### config.mk
export PLATFORM = sky130hd
export DESIGN_NAME = screen_rom_reader_flat
export DESIGN_NICKNAME = d
export VERILOG_FILES = /design/src/rtl/screen_rom_reader_if.sv /design/src/rtl/screen_rom_reader.sv /design/src/flat_wrapper.sv
export SDC_FILE = /design/constraint.sdc
export NUM_CORES = 1
export LEC_CHECK = 0
export ABC_AREA = 1
export CAP_MARGIN = 25
export CORE_MARGIN = 3
export CORE_UTILIZATION = 40
export CTS_BUF_LIST = sky130_fd_sc_hd__clkbuf_8
export DETAILED_ROUTE_END_ITERATION = 6
export HOLD_SLACK_MARGIN = 0.06
export PLACE_DENSITY = 0.78
export SETUP_SLACK_MARGIN = 0.5
export SLEW_MARGIN = 15
export SYNTH_ARGS = -nofsm -noshare
export SYNTH_HDL_FRONTEND = slang
export SYNTH_SLANG_ARGS = --single-unit
### constraint.sdc
create_clock -name clk -period 2.4 [get_ports clk]
set_clock_uncertainty 0.2 [all_clocks]
set_input_delay 0.36 -clock clk [delete_from_list [all_inputs] [get_ports clk]]
set_output_delay 0.36 -clock clk [all_outputs]
set_load 0.01 [all_outputs]
### src/rtl/screen_rom_reader_if.sv
// Screen ROM read port: address out from the reader, data back from the ROM.
interface screen_rom_reader_if #(
    parameter int ADDR_WIDTH = 20,
    parameter int DATA_WIDTH = 12
);
    logic [ADDR_WIDTH-1:0] rom_addr;
    logic [DATA_WIDTH-1:0] rom_data;

    modport master (
        output rom_addr,
        input  rom_data
    );

    modport slave (
        input  rom_addr,
        output rom_data
    );
endinterface

### src/rtl/screen_rom_reader.sv
// Background fetch from a sync screen ROM, 2-cycle timing-aligned RGB stream.
// Optional pixel-doubled half-resolution image: SCREEN_ROM_READER_SCALE2_EN.
module screen_rom_reader #(
    parameter int ADDR_WIDTH = 20,
    parameter int DATA_WIDTH = 12,
    parameter int IMG_W      = 1024,
    parameter int IMG_H      = 768
) (
    input  logic                  clk,
    input  logic                  rst_n,
    input  logic [10:0]           hcount_in,
    input  logic [10:0]           vcount_in,
    input  logic                  hsync_in,
    input  logic                  vsync_in,
    input  logic                  hblnk_in,
    input  logic                  vblnk_in,
    screen_rom_reader_if.master   rom,
    output logic [10:0]           hcount_out,
    output logic [10:0]           vcount_out,
    output logic                  hsync_out,
    output logic                  vsync_out,
    output logic                  hblnk_out,
    output logic                  vblnk_out,
    output logic [DATA_WIDTH-1:0] rgb_out
);

    typedef struct packed {
        logic [10:0] h;
        logic [10:0] v;
        logic        hs;
        logic        vs;
        logic        hb;
        logic        vb;
    } tim_t;

    localparam bit CFG_OK =
        (longint'(IMG_W) * longint'(IMG_H)) <= (longint'(1) << ADDR_WIDTH);

    logic [ADDR_WIDTH-1:0] line_base;
    logic [ADDR_WIDTH-1:0] base_nx;
    logic [ADDR_WIDTH-1:0] addr_q;
    logic [ADDR_WIDTH-1:0] h_off;
    logic [ADDR_WIDTH-1:0] step;
    logic [10:0]           v_prev;
    logic                  new_line;
    logic                  in_img;
    logic                  in_img_q;
    tim_t                  tim_in;
    tim_t                  tim_s1;

`ifdef SCREEN_ROM_READER_SCALE2_EN
    // Each stored line is shown twice: advance only when entering an even line.
    assign step     = ADDR_WIDTH'(IMG_W / 2);
    assign h_off    = ADDR_WIDTH'(hcount_in >> 1);
    assign new_line = (hcount_in == 11'd0) && (vcount_in != v_prev) &&
                      !vcount_in[0] && v_prev[0];
`else
    assign step     = ADDR_WIDTH'(IMG_W);
    assign h_off    = ADDR_WIDTH'(hcount_in);
    assign new_line = (hcount_in == 11'd0) && (vcount_in != v_prev);
`endif

    assign in_img = (32'(hcount_in) < 32'(IMG_W)) &&
                    (32'(vcount_in) < 32'(IMG_H)) &&
                    !hblnk_in && !vblnk_in;

    assign tim_in = '{h: hcount_in, v: vcount_in,
                      hs: hsync_in, vs: vsync_in,
                      hb: hblnk_in, vb: vblnk_in};

    always_comb begin
        base_nx = line_base;
        if (hcount_in == 11'd0 && vcount_in == 11'd0)
            base_nx = '0;
        else if (new_line)
            base_nx = line_base + step;
    end

    // Stage 1: address issue, image-area flag and timing capture.
    always_ff @(posedge clk or negedge rst_n) begin
        if (!rst_n) begin
            line_base <= '0;
            v_prev    <= '0;
            addr_q    <= '0;
            in_img_q  <= 1'b0;
            tim_s1    <= '0;
        end else begin
            line_base <= base_nx;
            v_prev    <= vcount_in;
            in_img_q  <= in_img;
            tim_s1    <= tim_in;
            if (in_img)
                addr_q <= base_nx + h_off;
        end
    end

    // Stage 2: ROM word lands alongside the delayed timing.
    always_ff @(posedge clk or negedge rst_n) begin
        if (!rst_n) begin
            hcount_out <= '0;
            vcount_out <= '0;
            hsync_out  <= 1'b0;
            vsync_out  <= 1'b0;
            hblnk_out  <= 1'b0;
            vblnk_out  <= 1'b0;
            rgb_out    <= '0;
        end else begin
            hcount_out <= tim_s1.h;
            vcount_out <= tim_s1.v;
            hsync_out  <= tim_s1.hs;
            vsync_out  <= tim_s1.vs;
            hblnk_out  <= tim_s1.hb;
            vblnk_out  <= tim_s1.vb;
            rgb_out    <= in_img_q ? rom.rom_data : '0;
        end
    end

    assign rom.rom_addr = addr_q;

    always @(posedge clk) begin
        if (rst_n)
            assert (CFG_OK)
            else $error("screen_rom_reader: image exceeds ROM address space");
    end

endmodule

### src/flat_wrapper.sv
// flat-port wrapper written by rule: the top's interface ports become plain ports
module screen_rom_reader_flat 
#(
    parameter int ADDR_WIDTH = 20,
    parameter int DATA_WIDTH = 12,
    parameter int IMG_W      = 1024,
    parameter int IMG_H      = 768
)
  (clk, rst_n, hcount_in, vcount_in, hsync_in, vsync_in, hblnk_in, vblnk_in, hcount_out, vcount_out, hsync_out, vsync_out, hblnk_out, vblnk_out, rgb_out, rom_rom_addr, rom_rom_data);
  screen_rom_reader_if #(.ADDR_WIDTH(ADDR_WIDTH), .DATA_WIDTH(DATA_WIDTH)) rom_i ();
  input  logic clk;
  input  logic rst_n;
  input  logic [10:0] hcount_in;
  input  logic [10:0] vcount_in;
  input  logic hsync_in;
  input  logic vsync_in;
  input  logic hblnk_in;
  input  logic vblnk_in;
  output logic [10:0] hcount_out;
  output logic [10:0] vcount_out;
  output logic hsync_out;
  output logic vsync_out;
  output logic hblnk_out;
  output logic vblnk_out;
  output logic [DATA_WIDTH-1:0] rgb_out;
  output wire logic [$bits(rom_i.rom_addr)-1:0] rom_rom_addr;
  input wire logic [$bits(rom_i.rom_data)-1:0] rom_rom_data;
  assign rom_rom_addr = rom_i.rom_addr;
  assign rom_i.rom_data = rom_rom_data;
  screen_rom_reader #(.ADDR_WIDTH(ADDR_WIDTH), .DATA_WIDTH(DATA_WIDTH), .IMG_W(IMG_W), .IMG_H(IMG_H)) u_core (.clk(clk), .rst_n(rst_n), .hcount_in(hcount_in), .vcount_in(vcount_in), .hsync_in(hsync_in), .vsync_in(vsync_in), .hblnk_in(hblnk_in), .vblnk_in(vblnk_in), .rom(rom_i), .hcount_out(hcount_out), .vcount_out(vcount_out), .hsync_out(hsync_out), .vsync_out(vsync_out), .hblnk_out(hblnk_out), .vblnk_out(vblnk_out), .rgb_out(rgb_out));
endmodule
Yosys cells after proc, flatten, opt, wreduce, memory -nomap -nowiden
Index checks and enable logic that the tools add are counted.
{"block": "totals", "ff_bits": 105, "in_bits": 40, "out_inout_bits": 58, "wordCells": 33}
{"block": "classes", "add_sub_neg": 2, "order_cmp": 2, "n_eq_ne": 1, "muxes": 3, "n_reduce_logical": 9}
{"cell": "20-bit two-way mux", "n": 2}
{"cell": "11-bit logical NOT", "n": 2}
{"cell": "20-bit by 11-bit adder with 20-bit output", "n": 1}
{"cell": "20-bit by 11-bit adder with 20-bit output (second input constant)", "n": 1}
{"cell": "12-bit two-way mux", "n": 1}
{"cell": "11-bit by 10-bit less-than comparator with 1-bit output (second input constant)", "n": 1}
{"cell": "11-bit less-than comparator (second input constant)", "n": 1}
{"cell": "11-bit inequality test", "n": 1}
{"cell": "1-bit logical AND", "n": 5}
{"cell": "1-bit logical NOT", "n": 2}

Logic depth before layout (Yosys ltp)
Gate-level depths: netlist of the first run.
{"block": "depth", "word_depth": 5, "ltp_mapped": 21}

Worst setup path after synthesis of the first run
OpenSTA, ideal clock, no wires.
{"block": "synth_timing", "kind": "in2reg", "startpoint": "in hcount_in[10]", "endpoint": "reg u_core.addr_q[19], in the netlist u_core.rom.rom_addr[19]", "arrival_time_ns": 2.852, "slack_ns": -0.770, "stages": 20, "path_buffers": 2, "path_cell_list": "nor2_1 -> nand2_1 -> nor2_1 -> nand3_2 -> nor2_1 -> buf_4 -> buf_1 -> nor2_1 -> ha_1 -> nand3_1 -> nand2_1 -> a31oi_1 -> o21bai_1 -> nand3_1 -> nand2_1 -> nand2_2 -> nor2_2 -> nand3_1 -> nand3_1 -> nand2_1"}
{"block": "synth_via", "elab_chain_cells": 5, "elab_cells_between_ends": 10, "classes_between": "add/sub: 1; order compare: 1; mux: 2; reduce/logical: 6"}
{"item": "start, declared", "line": "flat_wrapper.sv:13", "rtl": "input logic [10:0] hcount_in;"}
{"item": "11-bit logical NOT (*)", "line": "screen_rom_reader.sv:60, screen_rom_reader.sv:73"}
{"item": "1-bit logical AND", "line": "screen_rom_reader.sv:60", "rtl": "assign new_line = (hcount_in == 11'd0) && (vcount_in != v_prev);"}
{"item": "20-bit two-way mux", "line": "screen_rom_reader.sv:75", "rtl": "else if (new_line)"}
{"item": "20-bit two-way mux (*)", "line": "screen_rom_reader.sv:73", "rtl": "if (hcount_in == 11'd0 && vcount_in == 11'd0)"}
{"item": "via u_core.base_nx[2]", "line": "screen_rom_reader.sv:40", "rtl": "logic [ADDR_WIDTH-1:0] base_nx;"}
{"item": "20-bit by 11-bit adder with 20-bit output (*)", "line": "screen_rom_reader.sv:93", "rtl": "addr_q <= base_nx + h_off;"}
{"item": "end signal, assigned", "line": "screen_rom_reader.sv:93"}
{"item": "end, declared", "line": "screen_rom_reader.sv:41", "rtl": "logic [ADDR_WIDTH-1:0] addr_q;"}
Mark *: on every way through the listed nets, which the timed path passes. The rest lies on a longest branch.
A chain may end at the register's enable or synchronous reset.

Final worst setup path of the first run
{"block": "layout_timing", "startpoint": "in hcount_in[4]", "endpoint": "reg u_core.addr_q[16], in the netlist u_core.rom.rom_addr[16]"}
Same word-level chain as after synthesis.

==> flow_summary.html, run 1 <==
<table>
<tr><th>Metric</th><th>Value</th></tr>
<tr><th colspan="2">Run status</th></tr>
<tr><td>Status</td><td>complete, but fails checks</td></tr>
<tr><td>Violations in the final reports</td><td>setup timing</td></tr>
<tr><th colspan="2">Synth</th></tr>
<tr><td>Number of synthesized flops with an enable pin</td><td>0</td></tr>
<tr><td>Synth Flop Type</td><td>sky130_fd_sc_hd__dfrtp_1</td></tr>
<tr><td>Cells after Synth</td><td>436</td></tr>
<tr><td>Number of nets in the synthesized netlist</td><td>489</td></tr>
<tr><td>Unique cell type count in the Yosys netlist</td><td>36</td></tr>
<tr><td>Cell area after technology mapping</td><td>0.004364 mm2</td></tr>
<tr><td>Share of synthesized flip-flops with an asynchronous set or reset</td><td>100.0%</td></tr>
<tr><td>Share of synthesized area occupied by flip-flops and latches</td><td>60.21%</td></tr>
<tr><td>Register bit count reported by yosys</td><td>105</td></tr>
<tr><td>Count of synthesis-stage warnings from yosys</td><td>0</td></tr>
<tr><td>Post-synthesis average cell area</td><td>10.01 um2</td></tr>
<tr><th colspan="2">Critical path</th></tr>
<tr><td>Max FO, Critical Path</td><td>7</td></tr>
<tr><td>Endpoint kind of the worst setup timing path</td><td>flip-flop</td></tr>
<tr><td>Required time at the worst-slack endpoint</td><td>2480 ps</td></tr>
<tr><td>Launching element type of the critical path</td><td>input port</td></tr>
<tr><td>Setup slack of the most critical reg-to-reg path</td><td>-80 ps</td></tr>
<tr><td>Critical path data arrival time</td><td>2750 ps</td></tr>
<tr><td>Crit Path Class</td><td>input port to flip-flop</td></tr>
<tr><th colspan="2">Place</th></tr>
<tr><td>Number of buffers inserted by port buffering</td><td>97</td></tr>
<tr><td>Post-detailed-placement half-perimeter wirelength</td><td>7443 um</td></tr>
<tr><td>Post-Place Cells</td><td>728</td></tr>
<tr><td>Global placement routability congestion</td><td>0.8226</td></tr>
<tr><td>Placed standard-cell area</td><td>0.006113 mm2</td></tr>
<tr><th colspan="2">Clocking</th></tr>
<tr><td>Total number of H-tree levels</td><td>3</td></tr>
<tr><td>Number of clock sinks</td><td>105</td></tr>
<tr><td>Clock transition at the registers of the reported paths</td><td>110 ps</td></tr>
<tr><td>Number of buffers added by the clock tree synthesis step</td><td>9</td></tr>
<tr><td>Library cell used as clock root buffer</td><td>sky130_fd_sc_hd__clkbuf_8</td></tr>
<tr><td>Maximum buffer depth of the clock tree</td><td>2</td></tr>
<tr><td>TritonCTS clock tree</td><td>yes</td></tr>
<tr><td>Insertion delay to the later sink of the worst-skew pair</td><td>380 ps</td></tr>
<tr><th colspan="2">Route</th></tr>
<tr><td>Total DRC errors in the routed layout</td><td>0</td></tr>
<tr><td>Drt first pass iters</td><td>5</td></tr>
<tr><td>Final routed wirelength across all metal layers</td><td>12550 um</td></tr>
<tr><td>Overall via count from detail_route</td><td>3822</td></tr>
<tr><td>Wire per inst</td><td>16.05 um</td></tr>
<tr><td>DR iter-0 viols</td><td>201</td></tr>
<tr><td>Post-detailed-route count of antenna-violating nets</td><td>0</td></tr>
<tr><td>Routed via count divided by cell count</td><td>4.887</td></tr>
<tr><th colspan="2">Layout</th></tr>
<tr><td>Proportion of layout cells with a drive suffix above 1</td><td>35.45%</td></tr>
<tr><td>Post-layout instance area</td><td>0.007043 mm2</td></tr>
<tr><td>Final core utilization</td><td>67.32%</td></tr>
<tr><td>Filler Cells Inserted</td><td>716</td></tr>
<tr><td>Antenna Cells</td><td>0</td></tr>
<tr><td>Post-layout instance count excluding filler cells</td><td>782</td></tr>
<tr><td>Final #Nets</td><td>694</td></tr>
<tr><td>Area Overhead vs Synth</td><td>61.38%</td></tr>
<tr><th colspan="2">Die</th></tr>
<tr><td>Site Rows</td><td>37</td></tr>
<tr><td>Die Y</td><td>110.5 um</td></tr>
<tr><td>Full die area</td><td>0.01220 mm2</td></tr>
<tr><td>Count of boundary I/O pins</td><td>98</td></tr>
<tr><td>Initial Utilization</td><td>41.71%</td></tr>
<tr><td>Area of the core</td><td>0.01046 mm2</td></tr>
<tr><td>Die outline width</td><td>110.5 um</td></tr>
<tr><th colspan="2">STA</th></tr>
<tr><td>Setup TNS</td><td>-2920 ps</td></tr>
<tr><td>Worst slew pin tran</td><td>542.7 ps</td></tr>
<tr><td>Post-layout minimum cycle time</td><td>2666 ps</td></tr>
<tr><td>RSZ-0062 raised after global routing</td><td>true</td></tr>
<tr><td>Final hold violations</td><td>0</td></tr>
<tr><td>Fin Hold WS</td><td>91.31 ps</td></tr>
<tr><td>Highest clock frequency the design can meet</td><td>0.3751 GHz</td></tr>
<tr><td>Final setup margin</td><td>-265.6 ps</td></tr>
<tr><td>Worst slew margin relative to its limit</td><td>63.82%</td></tr>
<tr><td>Max-slew violation count</td><td>0</td></tr>
<tr><td>Number of setup violations in the final report</td><td>15</td></tr>
<tr><td>Share of the clock period used by the worst path</td><td>111.1%</td></tr>
<tr><th colspan="2">GRT</th></tr>
<tr><td>GRT Overall Usage</td><td>19.23%</td></tr>
<tr><td>Maximum number of pins on one net before global-route repair</td><td>106</td></tr>
<tr><td>First-pass GRT wire length</td><td>19110 um</td></tr>
<tr><td>Residual overflow from global routing</td><td>0</td></tr>
<tr><td>Antenna violations before repair</td><td>0</td></tr>
<tr><td>Number of global-route vias before repair</td><td>3857</td></tr>
<tr><th colspan="2">Pwr</th></tr>
<tr><td>Areal power density over the cells</td><td>526.8 mW/mm2</td></tr>
<tr><td>Peak VDD IR</td><td>0.3032 mV</td></tr>
<tr><td>Leak pwr</td><td>3.466 nW</td></tr>
<tr><th colspan="2">Job</th></tr>
<tr><td>Count of maximum capacitance violations</td><td>0</td></tr>
<tr><th colspan="2">Min path</th></tr>
<tr><td>Tightest Hold Check Type</td><td>input port to flip-flop</td></tr>
</table>
[cell usage in the layout (no fill, tap or decap), types with 13 or more instances in the layout]
cell type / n
sky130_fd_sc_hd__nand3_1: 21
sky130_fd_sc_hd__buf_6: 15
sky130_fd_sc_hd__nor2_4: 13
sky130_fd_sc_hd__inv_1: 50
sky130_fd_sc_hd__clkdlybuf4s50_1: 70
sky130_fd_sc_hd__dfrtp_1: 104
sky130_fd_sc_hd__nand2_1: 97
sky130_fd_sc_hd__dlygate4sd3_1: 14
sky130_fd_sc_hd__buf_4: 73
sky130_fd_sc_hd__nor2_2: 17
[final timing paths]
path                                   start                      end  depth (start not counted)
min in group asynchronous              rst_n         u_core.tim_s1[3]                          3
setup / recovery                hcount_in[4]  u_core.rom.rom_addr[16]                         17
max in group asynchronous              rst_n     u_core.line_base[10]                          3
hold / removal                 hcount_in[10]        u_core.tim_s1[25]                          2
hold reg to reg            u_core.tim_s1[24]     u_core.hcount_out[9]                          0
setup reg to reg            u_core.v_prev[9]  u_core.rom.rom_addr[16]                         14
[stage by stage]
step | power (mW) | setup WS [ps]
after floorplan | 2.187 | -442.7
after global placement | 2.598 | -1047
after detailed placement | 2.607 | -1135
after CTS | 3.678 | -161.4
after global routing | 3.891 | -410.7
final | 3.710 | -265.6
[cell usage after synthesis (5+ instances only)]
master | n | area share [%]
sky130_fd_sc_hd__a21oi_1 | 14 | 1.6
sky130_fd_sc_hd__dfrtp_1 | 105 | 60
sky130_fd_sc_hd__ha_1 | 12 | 3.4
sky130_fd_sc_hd__inv_1 | 52 | 4.5
sky130_fd_sc_hd__nand2_1 | 105 | 9.0
sky130_fd_sc_hd__nand2_2 | 8 | 1.1
sky130_fd_sc_hd__nand3_1 | 30 | 3.4
sky130_fd_sc_hd__nand4_1 | 5 | 0.72
sky130_fd_sc_hd__nor2_1 | 22 | 1.9
sky130_fd_sc_hd__nor2_2 | 9 | 1.3
sky130_fd_sc_hd__o21ai_0 | 12 | 1.4
sky130_fd_sc_hd__xnor2_1 | 11 | 2.2
sky130_fd_sc_hd__xor2_1 | 9 | 1.8
[worst max-delay path, cell delays in order]
cell and delay, ps:
sky130_fd_sc_hd__dlygate4sd2_1 270, sky130_fd_sc_hd__nor2_2 140, sky130_fd_sc_hd__nand3_2 140, sky130_fd_sc_hd__nor2_4 160, sky130_fd_sc_hd__buf_6 120, sky130_fd_sc_hd__buf_16 110, sky130_fd_sc_hd__nor2_2 40, sky130_fd_sc_hd__ha_1 340
sky130_fd_sc_hd__nand2_2 110, sky130_fd_sc_hd__nor2_4 130, sky130_fd_sc_hd__nand3_2 80, sky130_fd_sc_hd__o2111ai_2 100, sky130_fd_sc_hd__nand4_1 180, sky130_fd_sc_hd__nand2_2 200, sky130_fd_sc_hd__nand4_1 100, sky130_fd_sc_hd__nand3_1 100
sky130_fd_sc_hd__nand2_1 60
[flip-flops by register name, summed over array words and instances, names as in the netlist, 11 cells and up]
| name | count |
|---|---|
| u_core.hcount_out | 11 |
| u_core.line_base | 20 |
| u_core.rgb_out | 12 |
| u_core.rom.rom_addr | 20 |
| u_core.tim_s1 | 15 |
| u_core.v_prev | 11 |
| u_core.vcount_out | 11 |
[report_power, final]
| group | leakage (nW) | internal, mW | total, mW | switching (mW) |
|---|---|---|---|---|
| clock network | 0.0969 | 0.389 | 1.03 | 0.638 |
| logic | 2.14 | 0.411 | 0.740 | 0.329 |
| registers | 1.23 | 1.89 | 1.94 | 0.0579 |
| total | 3.47 | 2.68 | 3.71 | 1.03 |
[logic make-up (layout without fill, tap and decap cells)]
| kind of cell | after synthesis | count (layout) | share of synthesized area [%] |
|---|---|---|---|
| compound gates | 38 | 38 | 4.903 |
| xor+xnor | 20 | 20 | 4.014 |
| buf+inv | 63 | 273 | 5.619 |
| fa+ha+maj | 13 | 13 | 3.899 |
| simple gates | 197 | 197 | 21.36 |
| flops | 105 | 105 | 60.21 |
[metal layers]
metal	GRT usage, %	part of all wire, %
met1	25.03	41
met3	3.781	5.9
met2	31.11	50
met5	0	0
met4	8.703	2.5
[final cells by class]
cell class / count / area, um2 / area share, %
sequential: 105 / 2629 / 37.32
multi-input combinational: 268 / 2002 / 28.42
timing repair buffer: 201 / 1849 / 26.26
inverter: 56 / 214.0 / 3.038
tap: 136 / 170.2 / 2.416
clock buffer: 9 / 123.9 / 1.759
clock inverter: 7 / 55.05 / 0.7817
[what timing repair did]
action,4_1_cts,5_1_grt
resized for setup,135,49
setup buffers,17,6
setup endpoints to repair,29,29
hold endpoints to repair,118,1
hold buffers,13,1
pin swaps,53,30
gates cloned,1,0
Note: power is estimated with default switching activity, not from simulation.
==> run 2: changes to the inputs <==
Settings changed: PLACE_DENSITY 0.78 to 0.76.
Clock period 2.4 ns to 2.98 ns, I/O delays scaled along.
==> run 2 against run 1 <==
Compared with the run above:
- the run now ends clean
- global-route usage decreased by 0.44 points
- combinational power decreased by 22%
- utilization decreased by 2.0 points
- die area unchanged
- count of clock-buffer cells in the layout unchanged
- critical endpoint is now u_core.rom.rom_addr[19]
- sequential cell count unchanged
- via count decreased by 4.1%
- largest cell class unchanged
==> flow_summary.html, run 2 (synthesized netlist as in run 1, its figures left out) <==
<table>
<tr><th>Metric</th><th>Value</th></tr>
<tr><th colspan="2">Pwr</th></tr>
<tr><td>Share of total power consumed by net switching</td><td>28.88% (+1.2 points)</td></tr>
<tr><td>Int Power</td><td>2.182 mW (-19%)</td></tr>
<tr><td>Sequential power share</td><td>51.1% (-1.3 points)</td></tr>
<tr><td>Peak VDD IR</td><td>0.3481 mV (+15%)</td></tr>
<tr><td>Areal power density over the cells</td><td>449.2 mW/mm2 (-15%)</td></tr>
<tr><td>Power share of the clock group</td><td>30.0% (+2.3 points)</td></tr>
<tr><td>Combinational group share of total power</td><td>18.9% (-1.1 points)</td></tr>
<tr><td>Net switching power of the design</td><td>0.8862 mW (-14%)</td></tr>
<tr><td>PnR Total Power</td><td>3.068 mW (-17%)</td></tr>
<tr><td>Leak pwr</td><td>3.295 nW (-4.9%)</td></tr>
<tr><th colspan="2">Critical path</th></tr>
<tr><td>Critical path startpoint</td><td>vcount_in[8]</td></tr>
<tr><td>Worst setup endpoint</td><td>u_core.rom.rom_addr[19]</td></tr>
<tr><td>Cell depth of the worst flop-to-flop path</td><td>16 (+2)</td></tr>
<tr><td>FF-to-FF End</td><td>u_core.rom.rom_addr[17]</td></tr>
<tr><td>Critical path data arrival time</td><td>2880 ps (+130 ps)</td></tr>
<tr><td>Crit Path Class</td><td>input port to flip-flop</td></tr>
<tr><td>Launching element type of the critical path</td><td>input port</td></tr>
<tr><td>Worst R2R Start</td><td>u_core.v_prev[1]</td></tr>
<tr><td>Max FO, Critical Path</td><td>5 (-2)</td></tr>
<tr><td>Endpoint kind of the worst setup timing path</td><td>flip-flop</td></tr>
<tr><td>Setup slack of the most critical reg-to-reg path</td><td>430 ps (+510 ps)</td></tr>
<tr><td>Required time at the worst-slack endpoint</td><td>3040 ps (+560 ps)</td></tr>
<tr><th colspan="2">Min path</th></tr>
<tr><td>Tightest Hold Check Type</td><td>input port to flip-flop</td></tr>
<tr><th colspan="2">Clocking</th></tr>
<tr><td>Number of buffers added by the clock tree synthesis step</td><td>9 (unchanged)</td></tr>
<tr><td>Clock transition at the registers of the reported paths</td><td>120 ps (about the same)</td></tr>
<tr><td>Maximum buffer depth of the clock tree</td><td>2 (unchanged)</td></tr>
<tr><td>Library cell used as clock root buffer</td><td>sky130_fd_sc_hd__clkbuf_8</td></tr>
<tr><td>Number of clock sinks</td><td>105 (unchanged)</td></tr>
<tr><td>Total number of H-tree levels</td><td>3 (unchanged)</td></tr>
<tr><td>TritonCTS clock tree</td><td>yes</td></tr>
<tr><td>Insertion delay to the later sink of the worst-skew pair</td><td>370 ps (about the same)</td></tr>
<tr><th colspan="2">STA</th></tr>
<tr><td>Max-slew violation count</td><td>0 (unchanged)</td></tr>
<tr><td>Worst slew margin relative to its limit</td><td>44.68% (-19 points)</td></tr>
<tr><td>RSZ-0062 raised after global routing</td><td>true</td></tr>
<tr><td>Highest clock frequency the design can meet</td><td>0.3553 GHz</td></tr>
<tr><td>Post-layout minimum cycle time</td><td>2814 ps</td></tr>
<tr><td>Final hold violations</td><td>0 (unchanged)</td></tr>
<tr><td>Setup TNS</td><td>0 ps (+2920 ps)</td></tr>
<tr><td>Worst slew pin tran</td><td>828.9 ps (+286.2 ps)</td></tr>
<tr><td>Number of setup violations in the final report</td><td>0 (-15)</td></tr>
<tr><td>Share of the clock period used by the worst path</td><td>94.45%</td></tr>
<tr><td>Fin Hold WS</td><td>86.73 ps (-4.583 ps)</td></tr>
<tr><th colspan="2">GRT</th></tr>
<tr><td>GR Layer Usage met3</td><td>3.836% (+0.055 points)</td></tr>
<tr><td>Fraction of met2 tracks used by global routing</td><td>30.87% (-0.24 points)</td></tr>
<tr><td>Maximum number of pins on one net before global-route repair</td><td>49 (-54%)</td></tr>
<tr><td>Antenna violations before repair</td><td>0 (unchanged)</td></tr>
<tr><td>First-pass GRT wire length</td><td>18840 um (-1.4%)</td></tr>
<tr><td>Residual overflow from global routing</td><td>0 (unchanged)</td></tr>
<tr><td>Met1 Use GR</td><td>24.84% (-0.19 points)</td></tr>
<tr><td>Layer with the highest usage after global routing</td><td>met2</td></tr>
<tr><td>Number of global-route vias before repair</td><td>3846 (-0.29%)</td></tr>
<tr><td>GRT Overall Usage</td><td>18.79% (-0.44 points)</td></tr>
<tr><th colspan="2">Layout</th></tr>
<tr><td>Antenna Cells</td><td>0 (unchanged)</td></tr>
<tr><td>Area Overhead vs Synth</td><td>56.51%</td></tr>
<tr><td>Area of combinational cells with multiple inputs</td><td>0.001983 mm2 (-0.94%)</td></tr>
<tr><td>Filler Cells Inserted</td><td>773 (+8.0%)</td></tr>
<tr><td>Register area</td><td>0.002628 mm2 (about the same)</td></tr>
<tr><td>Proportion of layout cells with a drive suffix above 1</td><td>33.81% (-1.6 points)</td></tr>
<tr><td>Most frequent standard cell in the layout excluding fill and tap cells</td><td>sky130_fd_sc_hd__dfrtp_1</td></tr>
<tr><td>Final #Nets</td><td>672 (-3.2%)</td></tr>
<tr><td>Leading cell types in the layout, fill and taps excluded</td><td>105 x sky130_fd_sc_hd__dfrtp_1, 98 x sky130_fd_sc_hd__nand2_1, 74 x sky130_fd_sc_hd__clkdlybuf4s50_1</td></tr>
<tr><td>Final core utilization</td><td>65.28% (-2.0 points)</td></tr>
<tr><th colspan="2">Job</th></tr>
<tr><td>Count of maximum capacitance violations</td><td>0 (unchanged)</td></tr>
<tr><th colspan="2">Route</th></tr>
<tr><td>Overall via count from detail_route</td><td>3666 (-4.1%)</td></tr>
<tr><td>Wire per inst</td><td>15.44 um (-3.8%)</td></tr>
<tr><td>Total DRC errors in the routed layout</td><td>0 (unchanged)</td></tr>
<tr><td>Final routed wirelength across all metal layers</td><td>11740 um (-6.5%)</td></tr>
<tr><td>Drt first pass iters</td><td>4 (-1)</td></tr>
<tr><td>Routed via count divided by cell count</td><td>4.824 (-1.3%)</td></tr>
<tr><td>DR iter-0 viols</td><td>210 (+4.5%)</td></tr>
<tr><td>Post-detailed-route count of antenna-violating nets</td><td>0 (unchanged)</td></tr>
<tr><th colspan="2">Place</th></tr>
<tr><td>Number of buffers inserted by port buffering</td><td>97 (unchanged)</td></tr>
<tr><td>Post-detailed-placement half-perimeter wirelength</td><td>7450 um (about the same)</td></tr>
<tr><td>Global placement routability congestion</td><td>0.8405 (+2.2%)</td></tr>
<tr><th colspan="2">Die</th></tr>
<tr><td>Count of boundary I/O pins</td><td>98 (unchanged)</td></tr>
<tr><td>Die Y</td><td>110.5 um (unchanged)</td></tr>
<tr><td>Die outline width</td><td>110.5 um (unchanged)</td></tr>
<tr><td>Initial Utilization</td><td>41.71% (unchanged)</td></tr>
<tr><td>Full die area</td><td>0.01220 mm2 (unchanged)</td></tr>
<tr><td>Site Rows</td><td>37 (unchanged)</td></tr>
<tr><td>Area of the core</td><td>0.01046 mm2 (unchanged)</td></tr>
<tr><th colspan="2">Run status</th></tr>
<tr><td>Status</td><td>complete, no violations</td></tr>
</table>
## run 2: worst min-delay path by stage
stage	from	depth (start not counted)	slack, ps	endpoint
5_1_grt	vcount_in[5]	2	70	u_core.v_prev[5]
6_report	vcount_in[5]	2	90	u_core.v_prev[5]
2_1_floorplan	rst_n	0	-50	u_core.hblnk_out
3_5_place_dp	u_core.tim_s1[15]	0	130	u_core.hcount_out[0]
3_3_place_gp	u_core.tim_s1[25]	0	130	u_core.hcount_out[10]
4_1_cts	vcount_in[5]	2	80	u_core.v_prev[5]
## run 2: final cells by class
| cell class | count | share of cell area [%] |
|---|---|---|
| Sequential cell | 105 | 38.47 |
| Multi-Input combinational cell | 268 | 29.03 |
| Timing Repair Buffer | 179 | 23.72 |
| Inverter | 56 | 3.132 |
| Tap cell | 136 | 2.491 |
| Clock buffer | 9 | 1.814 |
| Clock inverter | 7 | 1.337 |
## run 2: power by group through the flow
stage	Combinational [mW]	Sequential (mW)	Clock [mW]
2_1_floorplan	0.136	1.63	0
3_3_place_gp	0.496	1.59	0
4_1_cts	0.545	1.57	0.932
5_1_grt	0.628	1.58	1.00
6_report	0.580	1.57	0.921
3_5_place_dp	0.502	1.59	0
## run 2: worst max-delay path, stage by stage
cell,delay (ps)
sky130_fd_sc_hd__clkdlybuf4s15_1,260
sky130_fd_sc_hd__nor3_4,200
sky130_fd_sc_hd__nand3_2,150
sky130_fd_sc_hd__nor2_4,130
sky130_fd_sc_hd__buf_6,120
sky130_fd_sc_hd__buf_16,110
sky130_fd_sc_hd__nor2_4,40
sky130_fd_sc_hd__ha_1,320
sky130_fd_sc_hd__nand3_4,90
sky130_fd_sc_hd__nand2_4,90
sky130_fd_sc_hd__a31oi_4,100
sky130_fd_sc_hd__o21bai_4,180
sky130_fd_sc_hd__nand3_4,110
sky130_fd_sc_hd__nand2_4,120
sky130_fd_sc_hd__nand2_4,70
sky130_fd_sc_hd__nor2_4,130
sky130_fd_sc_hd__nand3_2,70
sky130_fd_sc_hd__nand3_2,70
sky130_fd_sc_hd__nand2_1,50
## run 2: repair_timing
item,4_1_cts,5_1_grt
endpoints found under the hold margin,24,0
hold buffers,2,0
buffers inserted,18,4
pin swaps,57,19
cloned,1,0
endpoints found under the setup margin,19,18
gates resized for setup,132,30
## run 2: per-layer routing
metal  vias to the layer above  wire, um
met1                      1771      5090
met5                         -         0
met2                       133      5764
li1                       1740         -
met4                         0       250
met3                        22       631
## run 2: through the flow
stage	instance area, um2	std cells	setup slack (ps)
6_report	6830	760	165.5
5_1_grt	6830	760	57.63
4_1_cts	6655	756	315.0
3_5_place_dp	6033	719	-621.6
3_3_place_gp	6033	719	-539.7
2_1_floorplan	4488	436	50.32
==> run 3: changes to the inputs <==
Settings changed: GPL_TIMING_DRIVEN set to 1, RECOVER_POWER set to 100.
==> run 3 against run 2 <==
Compared with the run above:
- global-route usage stayed put
- sequential cell count unchanged
- combinational power decreased by 2%
- sequential power is essentially flat
- critical path type unchanged
- die area stayed put
==> flow_summary.html, run 3 (synthesized netlist as in run 1, its figures left out) <==
<table>
<tr><th>Metric</th><th>Value</th></tr>
<tr><th colspan="2">Layout</th></tr>
<tr><td>Area of combinational cells with multiple inputs</td><td>0.001983 mm2 (unchanged)</td></tr>
<tr><td>Filler Cells Inserted</td><td>792 (+2.5%)</td></tr>
<tr><td>Proportion of layout cells with a drive suffix above 1</td><td>30.77% (-3.0 points)</td></tr>
<tr><td>Final core utilization</td><td>64.53% (-0.75 points)</td></tr>
<tr><td>Post-layout instance area</td><td>0.006751 mm2 (-1.2%)</td></tr>
<tr><td>Register area</td><td>0.002628 mm2 (unchanged)</td></tr>
<tr><td>Most frequent standard cell in the layout excluding fill and tap cells</td><td>sky130_fd_sc_hd__dfrtp_1</td></tr>
<tr><td>Leading cell types in the layout, fill and taps excluded</td><td>105 x sky130_fd_sc_hd__dfrtp_1, 98 x sky130_fd_sc_hd__nand2_1, 70 x sky130_fd_sc_hd__clkdlybuf4s50_1</td></tr>
<tr><td>Area Overhead vs Synth</td><td>54.70%</td></tr>
<tr><td>Final #Nets</td><td>672 (unchanged)</td></tr>
<tr><td>Antenna Cells</td><td>0 (unchanged)</td></tr>
<tr><th colspan="2">Place</th></tr>
<tr><td>Placed standard-cell area</td><td>0.006033 mm2 (unchanged)</td></tr>
<tr><td>Number of buffers inserted by port buffering</td><td>97 (unchanged)</td></tr>
<tr><td>Post-detailed-placement half-perimeter wirelength</td><td>7450 um (unchanged)</td></tr>
<tr><td>Global placement routability congestion</td><td>0.8405 (unchanged)</td></tr>
<tr><td>Post-Place Setup Slack</td><td>-621.6 ps (unchanged)</td></tr>
<tr><th colspan="2">GRT</th></tr>
<tr><td>Antenna violations before repair</td><td>0 (unchanged)</td></tr>
<tr><td>Number of global-route vias before repair</td><td>3846 (unchanged)</td></tr>
<tr><td>GRT Overall Usage</td><td>18.79% (unchanged)</td></tr>
<tr><td>First-pass GRT wire length</td><td>18840 um (unchanged)</td></tr>
<tr><td>Maximum number of pins on one net before global-route repair</td><td>49 (unchanged)</td></tr>
<tr><td>Residual overflow from global routing</td><td>0 (unchanged)</td></tr>
<tr><th colspan="2">Min path</th></tr>
<tr><td>Tightest Hold Check Type</td><td>input port to flip-flop</td></tr>
<tr><td>Startpoint of the most critical hold path</td><td>vcount_in[5]</td></tr>
<tr><td>Hold Path End</td><td>u_core.v_prev[5]</td></tr>
<tr><td>Cell depth of the worst min-delay path</td><td>2 (unchanged)</td></tr>
<tr><th colspan="2">Critical path</th></tr>
<tr><td>Setup slack of the most critical reg-to-reg path</td><td>440 ps (about the same)</td></tr>
<tr><td>Cell depth of the worst flop-to-flop path</td><td>17 (+1)</td></tr>
<tr><td>Required time at the worst-slack endpoint</td><td>3040 ps (about the same)</td></tr>
<tr><td>Crit Path Class</td><td>input port to flip-flop</td></tr>
<tr><td>Launching element type of the critical path</td><td>input port</td></tr>
<tr><td>Max FO, Critical Path</td><td>5 (unchanged)</td></tr>
<tr><td>Critical path data arrival time</td><td>2940 ps (+60 ps)</td></tr>
<tr><td>FF-to-FF End</td><td>u_core.rom.rom_addr[19]</td></tr>
<tr><td>Worst R2R Start</td><td>u_core.v_prev[1]</td></tr>
<tr><td>Endpoint kind of the worst setup timing path</td><td>flip-flop</td></tr>
<tr><th colspan="2">Clocking</th></tr>
<tr><td>Number of clock sinks</td><td>105 (unchanged)</td></tr>
<tr><td>TritonCTS clock tree</td><td>yes</td></tr>
<tr><td>Clock transition at the registers of the reported paths</td><td>120 ps (about the same)</td></tr>
<tr><td>Insertion delay to the later sink of the worst-skew pair</td><td>380 ps (about the same)</td></tr>
<tr><td>Maximum buffer depth of the clock tree</td><td>2 (unchanged)</td></tr>
<tr><td>Total number of H-tree levels</td><td>3 (unchanged)</td></tr>
<tr><td>Number of buffers added by the clock tree synthesis step</td><td>9 (unchanged)</td></tr>
<tr><td>Library cell used as clock root buffer</td><td>sky130_fd_sc_hd__clkbuf_8</td></tr>
<tr><th colspan="2">Route</th></tr>
<tr><td>Final routed wirelength across all metal layers</td><td>11720 um (-0.14%)</td></tr>
<tr><td>Wire per inst</td><td>15.42 um (-0.14%)</td></tr>
<tr><td>Routed via count divided by cell count</td><td>4.841 (+0.35%)</td></tr>
<tr><td>DR iter-0 viols</td><td>211 (+0.48%)</td></tr>
<tr><td>Met2 Wirelength</td><td>5845 um (+1.4%)</td></tr>
<tr><td>Met1 Wirelength</td><td>4913 um (-3.5%)</td></tr>
<tr><td>Drt first pass iters</td><td>4 (unchanged)</td></tr>
<tr><td>Sum of met3 wire segment lengths after detailed routing</td><td>706 um (+12%)</td></tr>
<tr><td>Total DRC errors in the routed layout</td><td>0 (unchanged)</td></tr>
<tr><td>Overall via count from detail_route</td><td>3679 (+0.35%)</td></tr>
<tr><td>Post-detailed-route count of antenna-violating nets</td><td>0 (unchanged)</td></tr>
<tr><td>Uppermost layer routed</td><td>met4</td></tr>
<tr><th colspan="2">STA</th></tr>
<tr><td>Final setup margin</td><td>96.20 ps (-69.32 ps)</td></tr>
<tr><td>Share of the clock period used by the worst path</td><td>96.77% (+2.3 points)</td></tr>
<tr><td>Setup TNS</td><td>0 ps (unchanged)</td></tr>
<tr><td>Number of setup violations in the final report</td><td>0 (unchanged)</td></tr>
<tr><td>Max-slew violation count</td><td>0 (unchanged)</td></tr>
<tr><td>Highest clock frequency the design can meet</td><td>0.3468 GHz (-2.4%)</td></tr>
<tr><td>RSZ-0062 raised after global routing</td><td>true</td></tr>
<tr><td>Worst slew pin tran</td><td>1303 ps (+474.0 ps)</td></tr>
<tr><td>Final hold violations</td><td>0 (unchanged)</td></tr>
<tr><td>Post-layout minimum cycle time</td><td>2884 ps (+69.32 ps)</td></tr>
<tr><td>Worst slew margin relative to its limit</td><td>13.14% (-32 points)</td></tr>
<tr><th colspan="2">Pwr</th></tr>
<tr><td>Leak pwr</td><td>3.222 nW (-2.2%)</td></tr>
<tr><td>Peak VDD IR</td><td>0.3465 mV (-0.45%)</td></tr>
<tr><td>PnR Total Power</td><td>3.053 mW (-0.49%)</td></tr>
<tr><td>Areal power density over the cells</td><td>452.3 mW/mm2 (+0.67%)</td></tr>
<tr><th colspan="2">Die</th></tr>
<tr><td>Area of the core</td><td>0.01046 mm2 (unchanged)</td></tr>
<tr><td>Initial Utilization</td><td>41.71% (unchanged)</td></tr>
<tr><td>Count of boundary I/O pins</td><td>98 (unchanged)</td></tr>
<tr><td>Die Y</td><td>110.5 um (unchanged)</td></tr>
<tr><td>Die outline width</td><td>110.5 um (unchanged)</td></tr>
<tr><td>Full die area</td><td>0.01220 mm2 (unchanged)</td></tr>
<tr><td>Site Rows</td><td>37 (unchanged)</td></tr>
<tr><th colspan="2">Run status</th></tr>
<tr><td>Status</td><td>complete, no violations</td></tr>
<tr><th colspan="2">Job</th></tr>
<tr><td>Count of maximum capacitance violations</td><td>0 (unchanged)</td></tr>
</table>
run 3: how the worst max path moves through the flow:
stage | from | endpoint | slack (ps)
4_1_cts | vcount_in[7] | u_core.rom.rom_addr[19] | 320
2_1_floorplan | vcount_in[0] | u_core.rom.rom_addr[19] | 50
3_3_place_gp | vcount_in[4] | u_core.rom.rom_addr[16] | -540
6_report | vcount_in[8] | u_core.rom.rom_addr[19] | 100
5_1_grt | vcount_in[8] | u_core.rom.rom_addr[19] | -5
3_5_place_dp | vcount_in[4] | u_core.rom.rom_addr[19] | -620
run 3: timing repair:
item	CTS	global route
setup endpoints to repair	19	18
gates resized for setup	132	30
gates cloned	1	0
pin swaps	57	19
hold buffers	2	0
hold endpoints to repair	24	0
buffers inserted	18	4
run 3: power by group:
part	internal [mW]	switching (mW)	leakage [nW]	total (mW)
combinational	0.305	0.261	1.88	0.566
sequential	1.52	0.0490	1.23	1.57
clock	0.346	0.575	0.106	0.920
total	2.17	0.884	3.22	3.05
run 3: metrics by stage:
step | hold slack (ps) | cells
6_report | 121.1 | 760
5_1_grt | 103.1 | 760
4_1_cts | 80.47 | 756
3_5_place_dp | 134.7 | 719
3_3_place_gp | 132.5 | 719
2_1_floorplan | -48.59 | 436
run 3: layer usage:
layer | up-vias | GRT usage, %
met3 | 23 | 3.836
met1 | 1788 | 24.84
li1 | 1741 | -
met2 | 127 | 30.87
met5 | - | 0
met4 | 0 | 6.486
run 3: cell type report:
| class | instances | share of cell area (%) |
|---|---|---|
| sequential | 105 | 38.92 |
| multi-input combinational | 268 | 29.37 |
| timing repair buffer | 179 | 22.83 |
| inverter | 56 | 3.169 |
| tap | 136 | 2.520 |
| clock buffer | 9 | 1.835 |
| clock inverter | 7 | 1.353 |
run 3: worst max-delay path, cell delays in order:
cell and delay [ps]:
sky130_fd_sc_hd__clkdlybuf4s25_1 330, sky130_fd_sc_hd__nor3_4 200, sky130_fd_sc_hd__nand3_2 150, sky130_fd_sc_hd__nor2_4 140, sky130_fd_sc_hd__buf_6 120, sky130_fd_sc_hd__buf_16 110, sky130_fd_sc_hd__nor2_4 40, sky130_fd_sc_hd__ha_1 320
sky130_fd_sc_hd__nand3_4 90, sky130_fd_sc_hd__nand2_4 90, sky130_fd_sc_hd__a31oi_4 100, sky130_fd_sc_hd__o21bai_4 170, sky130_fd_sc_hd__nand3_4 110, sky130_fd_sc_hd__nand2_4 120, sky130_fd_sc_hd__nand2_4 70, sky130_fd_sc_hd__nor2_4 130
sky130_fd_sc_hd__nand3_2 70, sky130_fd_sc_hd__nand3_2 70, sky130_fd_sc_hd__nand2_1 50
